$ cat config.mk
export PLATFORM = sky130hd
export DESIGN_NAME = an37_reduce_sched
export DESIGN_NICKNAME = d
export VERILOG_FILES = /design/src/rtl/an37_reduce_sched.sv
export SDC_FILE = /design/constraint.sdc
export NUM_CORES = 1
export LEC_CHECK = 0
export CORE_UTILIZATION = 30
export DETAILED_ROUTE_END_ITERATION = 16
export HOLD_SLACK_MARGIN = 0.08
export MAX_ROUTING_LAYER = met4
export PLACE_DENSITY = 0.57
export SYNTH_ARGS = -nofsm -noshare
export SYNTH_HDL_FRONTEND = slang
export SYNTH_SLANG_ARGS = --single-unit
$ cat constraint.sdc
create_clock -name clk -period 8.9 [get_ports clk]
set_clock_uncertainty 0.05 [all_clocks]
set_input_delay 1.78 -clock clk [delete_from_list [all_inputs] [get_ports clk]]
set_output_delay 1.78 -clock clk [all_outputs]
set_load 0.01 [all_outputs]
$ cat src/rtl/an37_reduce_sched.sv
// Round-robin scheduler sharing one Barrett mod-37 reduction unit among NREQ AN-code requesters.
// Each grant runs IDLE -> REDUCE -> CORRECT -> OUT; results carry q, r, error flag and requester ID.
module an37_reduce_sched #(
    parameter int NREQ   = 4,
    parameter int CW_W   = 18,
    parameter int A      = 37,
    parameter int K      = 16,
    parameter int M      = 1771,
    parameter int Q_W    = 13,
    parameter int R_W    = 6,
    parameter int ECNT_W = 16,
    localparam int ID_W  = (NREQ > 1) ? $clog2(NREQ) : 1
) (
    input  logic                   clk,
    input  logic                   rst,
    input  logic [NREQ-1:0]        req_valid,
    input  logic [NREQ*CW_W-1:0]   req_codeword,
    output logic [NREQ-1:0]        req_ready,
    output logic                   out_valid,
    input  logic                   out_ready,
    output logic [ID_W-1:0]        out_id,
    output logic [Q_W-1:0]         out_q,
    output logic [R_W-1:0]         out_r,
    output logic                   out_error,
    input  logic                   err_clr,
    output logic [ECNT_W-1:0]      err_count,
    output logic                   busy
);

    // state   | meaning
    // IDLE    | waiting for a request; grant issued combinationally
    // REDUCE  | Barrett estimate q_t, r_t registered
    // CORRECT | single conditional subtract, result registered
    // OUT     | result held until out_ready
    typedef enum logic [1:0] {
        IDLE    = 2'd0,
        REDUCE  = 2'd1,
        CORRECT = 2'd2,
        OUT     = 2'd3
    } state_t;

    localparam int P_W = CW_W + K;

    state_t            state_q, state_d;
    logic [ID_W-1:0]   ptr_q;
    logic [ID_W-1:0]   id_q;
    logic [CW_W-1:0]   cw_q;
    logic [Q_W-1:0]    qt_q;
    logic [R_W:0]      rt_q;

    logic [ID_W:0]     cand;
    logic              gnt_found;
    logic [ID_W-1:0]   gnt_idx;
    logic              accept;
    logic [Q_W-1:0]    qt_d;
    logic [R_W:0]      rt_d;
    logic              fix;
    logic [Q_W-1:0]    q_fix;
    logic [R_W-1:0]    r_fix;

    // first valid requester after the pointer, with wrap
    always_comb begin
        gnt_found = 1'b0;
        gnt_idx   = '0;
        cand      = '0;
        for (int k = 1; k <= NREQ; k++) begin
            cand = {1'b0, ptr_q} + (ID_W+1)'(k);
            if (cand >= (ID_W+1)'(NREQ)) cand = cand - (ID_W+1)'(NREQ);
            if (!gnt_found && req_valid[cand[ID_W-1:0]]) begin
                gnt_found = 1'b1;
                gnt_idx   = cand[ID_W-1:0];
            end
        end
    end

    always_comb begin
        state_d   = state_q;
        req_ready = '0;
        accept    = 1'b0;
        case (state_q)
            IDLE: begin
                if (gnt_found && !rst) begin
                    req_ready = NREQ'(1) << gnt_idx;
                    accept    = 1'b1;
                    state_d   = REDUCE;
                end
            end
            REDUCE:  state_d = CORRECT;
            CORRECT: state_d = OUT;
            OUT:     if (out_ready) state_d = IDLE;
            default: state_d = IDLE;
        endcase
    end

    // full-width product so no bits are lost before the shift
    always_comb begin
        qt_d  = Q_W'((P_W'(cw_q) * P_W'(M)) >> K);
        rt_d  = (R_W+1)'(P_W'(cw_q) - P_W'(qt_d) * P_W'(A));
        fix   = (rt_q >= (R_W+1)'(A));
        q_fix = fix ? qt_q + Q_W'(1) : qt_q;
        r_fix = fix ? R_W'(rt_q - (R_W+1)'(A)) : R_W'(rt_q);
    end

    always_ff @(posedge clk) begin
        if (rst) begin
            state_q   <= IDLE;
            ptr_q     <= ID_W'(NREQ - 1);
            id_q      <= '0;
            cw_q      <= '0;
            qt_q      <= '0;
            rt_q      <= '0;
            out_valid <= 1'b0;
            out_id    <= '0;
            out_q     <= '0;
            out_r     <= '0;
            out_error <= 1'b0;
            err_count <= '0;
        end else begin
            state_q <= state_d;
            if (accept) begin
                ptr_q <= gnt_idx;
                id_q  <= gnt_idx;
                cw_q  <= req_codeword[gnt_idx*CW_W +: CW_W];
            end
            if (state_q == REDUCE) begin
                qt_q <= qt_d;
                rt_q <= rt_d;
            end
            if (state_q == CORRECT) begin
                out_valid <= 1'b1;
                out_id    <= id_q;
                out_q     <= q_fix;
                out_r     <= r_fix;
                out_error <= (r_fix != '0);
            end else if (state_q == OUT && out_ready) begin
                out_valid <= 1'b0;
            end
            // clear has priority over a same-cycle increment
            if (err_clr) begin
                err_count <= '0;
            end else if (state_q == CORRECT && r_fix != '0 && err_count != '1) begin
                err_count <= err_count + ECNT_W'(1);
            end
        end
    end

    assign busy = (state_q != IDLE);

endmodule

# After elaboration in Yosys (flattened, before gate mapping)
# Index checks and enable logic that the tools add are counted.
[totals]
register_bits = 83
in_bits = 80
out_inout_bits = 44
wordCells = 92
[op_classes]
n_addsub = 12
mul = 3
order_cmp = 9
n_eq_ne = 6
n_shift = 2
n_mux = 31
reduce_logical = 17
[ops]
columns = ["operator", "count"]
rows = [
  ["72-bit by 8-bit indexed part select with 18-bit output", 1],
  ["18-bit by 11-bit multiplier with 29-bit output (second input constant)", 1],
  ["2-bit two-way mux", 10],
  ["16-bit by 1-bit adder with 16-bit output (second input constant)", 1],
  ["16-bit != test (second input constant)", 1],
  ["13-bit by 1-bit adder with 13-bit output (second input constant)", 1],
  ["13-bit by 6-bit multiplier with 7-bit output (second input constant)", 1],
  ["13-bit two-way mux", 1],
  ["3-bit greater-or-equal comparator (second input constant)", 4],
  ["2-bit by 3-bit < comparator with 1-bit output (second input constant)", 4],
  ["1-bit two-way mux", 12],
  ["1-bit binary-select mux with 2-bit select", 4],
  ["4-bit two-way mux", 2],
  ["2-bit case mux with 4 select lines", 1],
  ["2-bit by 1-bit subtractor with 2-bit output (second input constant)", 4],
  ["7-bit by 6-bit greater-or-equal comparator with 1-bit output (second input constant)", 1],
  ["1-bit logical AND", 7],
  ["7-bit subtractor", 1],
  ["2-bit by 2-bit adder with 3-bit output (second input constant)", 2],
  ["2-bit by 4-bit multiplier with 6-bit output (second input constant)", 1],
  ["6-bit two-way mux", 1],
  ["6-bit nonzero test", 1],
  ["6-bit subtractor (second input constant)", 1],
  ["2-bit == test (second input constant)", 2],
  ["10 further kinds", 15],
]

# Logic depth before layout (Yosys ltp)
[logic_depth]
depth_word = 18
ltp_mapped = 30
mapped_depth_nobuf = 30

# Least setup slack after synthesis
# OpenSTA, ideal clock, no wires.
[synth_timing]
path_type = "reg-to-reg"
start = "register cw_q[10]"
end = "register rt_q[6]"
setup_ps = 115
t_arrival_ps = 7480
required_time_ps = 8735
slack_ps = 1255
path_stages_with_launch = 27
n_path_buf = 0
period_less_slack_ps = 7645
cell_sequence = "dfxtp_1 -> inv_1 -> fa_1 -> inv_1 -> fa_1 -> fa_1 -> fa_1 -> fa_1 -> ha_1 -> a21o_1 -> a21oi_1 -> o21bai_1 -> a2111oi_4 -> o31ai_1 -> xor2_1 -> ha_1 -> ha_1 -> ha_1 -> fa_1 -> inv_1 -> ha_1 -> a21o_1 -> a31oi_1 -> xnor2_1 -> xnor3_1 -> xnor3_1 -> o21a_1"
[synth_via]
elab_chain_len = 3
[synth_rtl]
columns = ["item", "line_no", "text"]
rows = [
  ["start, declared", "47", "logic [CW_W-1:0] cw_q;"],
  ["start signal, assigned", "123", "cw_q <= req_codeword[gnt_idx*CW_W +: CW_W];"],
  ["18-bit by 11-bit multiplier with 29-bit output", "97", "qt_d = Q_W'((P_W'(cw_q) * P_W'(M)) >> K);"],
  ["named net qt_d[5]", "55", "logic [Q_W-1:0] qt_d;"],
  ["13-bit by 6-bit multiplier with 7-bit output", "98", "rt_d = (R_W+1)'(P_W'(cw_q) - P_W'(qt_d) * P_W'(A));"],
  ["7-bit subtractor", "98", ""],
  ["end signal, assigned", "127", "rt_q <= rt_d;"],
  ["end, declared", "49", "logic [R_W:0] rt_q;"],
]
# The timed path passes the listed nets, and every way through them passes these cells.
# A chain may end at the register's enable or synchronous reset.

# Final worst setup path
[layout_timing]
start = "register cw_q[9]"
end = "register rt_q[6]"
# Same word-level chain as after synthesis.

==> metrics <==
status=finished, final reports clean; Final Slew Violations=0; Hold Buf Count CTS=0; critical path peak fanout=8; count of cell types in the netlist=60; DRC=0; yosys warns=0; Synth Area in Simple Gates=around 17%; mux contribution to synthesized area=roughly 1.6%; post-route ant nets=0; hpwl dp=about 17000 um; area grow syn2layout=21.6%; largest net degree at the start of global routing=54; count of flip-flops with a built-in enable after synthesis=0; sequential share of the synthesized area=about a fifth; initial antenna violation count=0; wire length per cell=13.2 um; GP Congestion=between 0.8 and 0.9; max cap viols=0; Setup Buffers After CTS=0; ys flop type=dfxtp_1; vias in the first global route=approximately 7300; post-route minimum period=around 8.1 ns; multi-input combinational cell area=approximately 6400 um^2; Post-CTS Resized=0; H-tree levels=3; Die X=around 170 um; Clock Latency Late Sink=0.35 ns; period utilisation layout=about 91%; Synth Cell Area=between 8000 and 9000 um^2; Synth Instances=around 1100; Worst-path clk slew=approximately 0.070 ns; vias per cell=between 4 and 5; Post-Synth Adder-Cell Area=around 36%; Die Y=approximately 170 um; Max Clk Rate=~120 MHz; FP Rows=62; largest family of logic cells by synthesized area=adder cells; WHS=about 0.43 ns; Post-Synth XOR/XNOR Area=5.73%; Synth Area per Inst=roughly 8.4 um^2; cell with the most instances after synthesis=inv_1; Slew headroom=46.5%; diodes inserted=0; worst-case clock buffer depth=2; final hold vios=0; CTS tree=built; WP data required=9.09 ns; number of DRC markers in iteration 0=352; Worst path max stage delay=0.55 ns; die area=between 30000 and 40000 um^2; RSZ-0062 raised after global routing=false; Hold Path Class=reg2reg; aggregate routed wire length=about 20000 um; CTS root buffer=clkbuf_16; Slowest cell on crit path=dfxtp_1; Register Area=around 1700 um^2; TritonRoute pass-1 iters=4; global-route wire length before repair=35300 um; I/O Pins=124; kind of critical path=reg2reg; Area contributors post-synth=fa_1 (19%), dfxtp_1 (19%), ha_1 (17%), inv_1 (7.3%), nand2_1 (4.9%); # nets final=1452; Worst setup EP type=flip-flop; Setup TNS=0 ns; GR Overflow Total=0; share of the synthesized area in the top cell type=roughly a fifth; crit path DAT=approximately 8.3 ns; worst slew pin tran=a little under 0.8 ns; filler cell count=~3000; layout cells sized above 1=roughly 3.2%; Yosys reg bits=83; cts bufs inserted=9; post-synth top area cell=fa_1; Layout Utilization=37.4%; CTS Sinks=83; via count=roughly 7200; final setup vio count=0; most frequent cells after synthesis=inv_1 (172), ha_1 (123), nand2_1 (116); ys async rst share=0%; PortBufs=roughly 120; total track usage=14.7%; complex-gate fraction of the synthesized area=around an eighth; Syn Nets=1352; CP Launch Type=flip-flop; Most common cell on crit path=fa_1; Core ar.=approximately 29000 um^2; Initial Utilization=30.7%
routing by layer:
metal  global-route usage (%)  up-vias  part of all wire, %
met5                        -        -                    0
met4                     3.36        0                  1.3
met3                     2.32       20                  4.0
met2                     22.6      163                   43
met1                     20.0     3313                   52
li1                         -     3701                    -
area by class of cell:
type	count	share of cell area (%)
clock buffers	9	2.08
clock inverters	7	0.740
inverters	172	5.97
multi-input cells	768	59.5
flip-flops and latches	83	15.4
well taps	384	4.44
repair buffers	131	11.9
sequential cells by signal (all words and copies together) (netlist names), 2 cells and up:
signal,flops
qt_q,13
cw_q,18
err_count,16
out_r,6
ptr_q,2
out_q,13
id_q,2
rt_q,7
out_id,2
state_q,2
critical path: cells and delay by family (launching register included):
kind / cells / cell delay, ns
DFF: 1 / 0.55
AOI/OAI and AO/OA: 6 / 1.34
buffers and inverters: 5 / 0.36
and+or+nand+nor: 2 / 0.18
adders and majority gates: 11 / 4.46
xor gates and xnor gates: 4 / 1.05
final timing paths:
| path | startpoint | endpoint | slack [ns] | cells past startpoint |
|---|---|---|---|---|
| hold / removal | out_q[4]$_SDFFE_PP0P_ | out_q[4]$_SDFFE_PP0P_ | 0.43 | 2 |
| setup / recovery | cw_q[9]$_SDFFE_PP0P_ | rt_q[6]$_SDFFE_PP0N_ | 0.77 | 28 |
| hold reg to reg | out_q[4]$_SDFFE_PP0P_ | out_q[4]$_SDFFE_PP0P_ | 0.43 | 2 |
| setup reg to reg | cw_q[9]$_SDFFE_PP0P_ | rt_q[6]$_SDFFE_PP0N_ | 0.77 | 28 |
placed cells by master (no fill, tap or decap), types with 6 or more instances in the layout:
cell             count
a211oi_1            22
a21o_1              12
a21oi_1             27
buf_4                8
clkbuf_16            9
clkdlybuf4s50_1    122
dfxtp_1             83
fa_1                84
ha_1               123
inv_1              172
mux2i_1             14
nand2_1            116
nand2b_1             7
nand3_1             48
nand4_1             15
nor2_1              87
nor2b_1              7
nor3_1              20
o21ai_0             54
or3_1                6
xnor2_1             31
xor2_1              22
kinds of logic (layout without fill, tap and decap cells):
family | count (synthesis) | after routing
compound gates | 162 | 162
xor+xnor | 55 | 55
flops | 83 | 83
buf+inv | 214 | 319
mux | 14 | 14
fa+ha+maj | 207 | 207
simple gates | 330 | 330
per-stage QoR:
step	area, um^2	setup WS [ns]	std cells
after floorplan	8890	1.26	1065
after global placement	10500	0.967	1538
after detailed placement	10500	0.824	1538
after CTS	10800	0.789	1554
after global routing	10800	0.310	1554
final	10800	0.774	1554
Power is left out: the tool's default activity adds up to more than one toggle a clock period on the data nets, which glitch-free logic cannot reach.
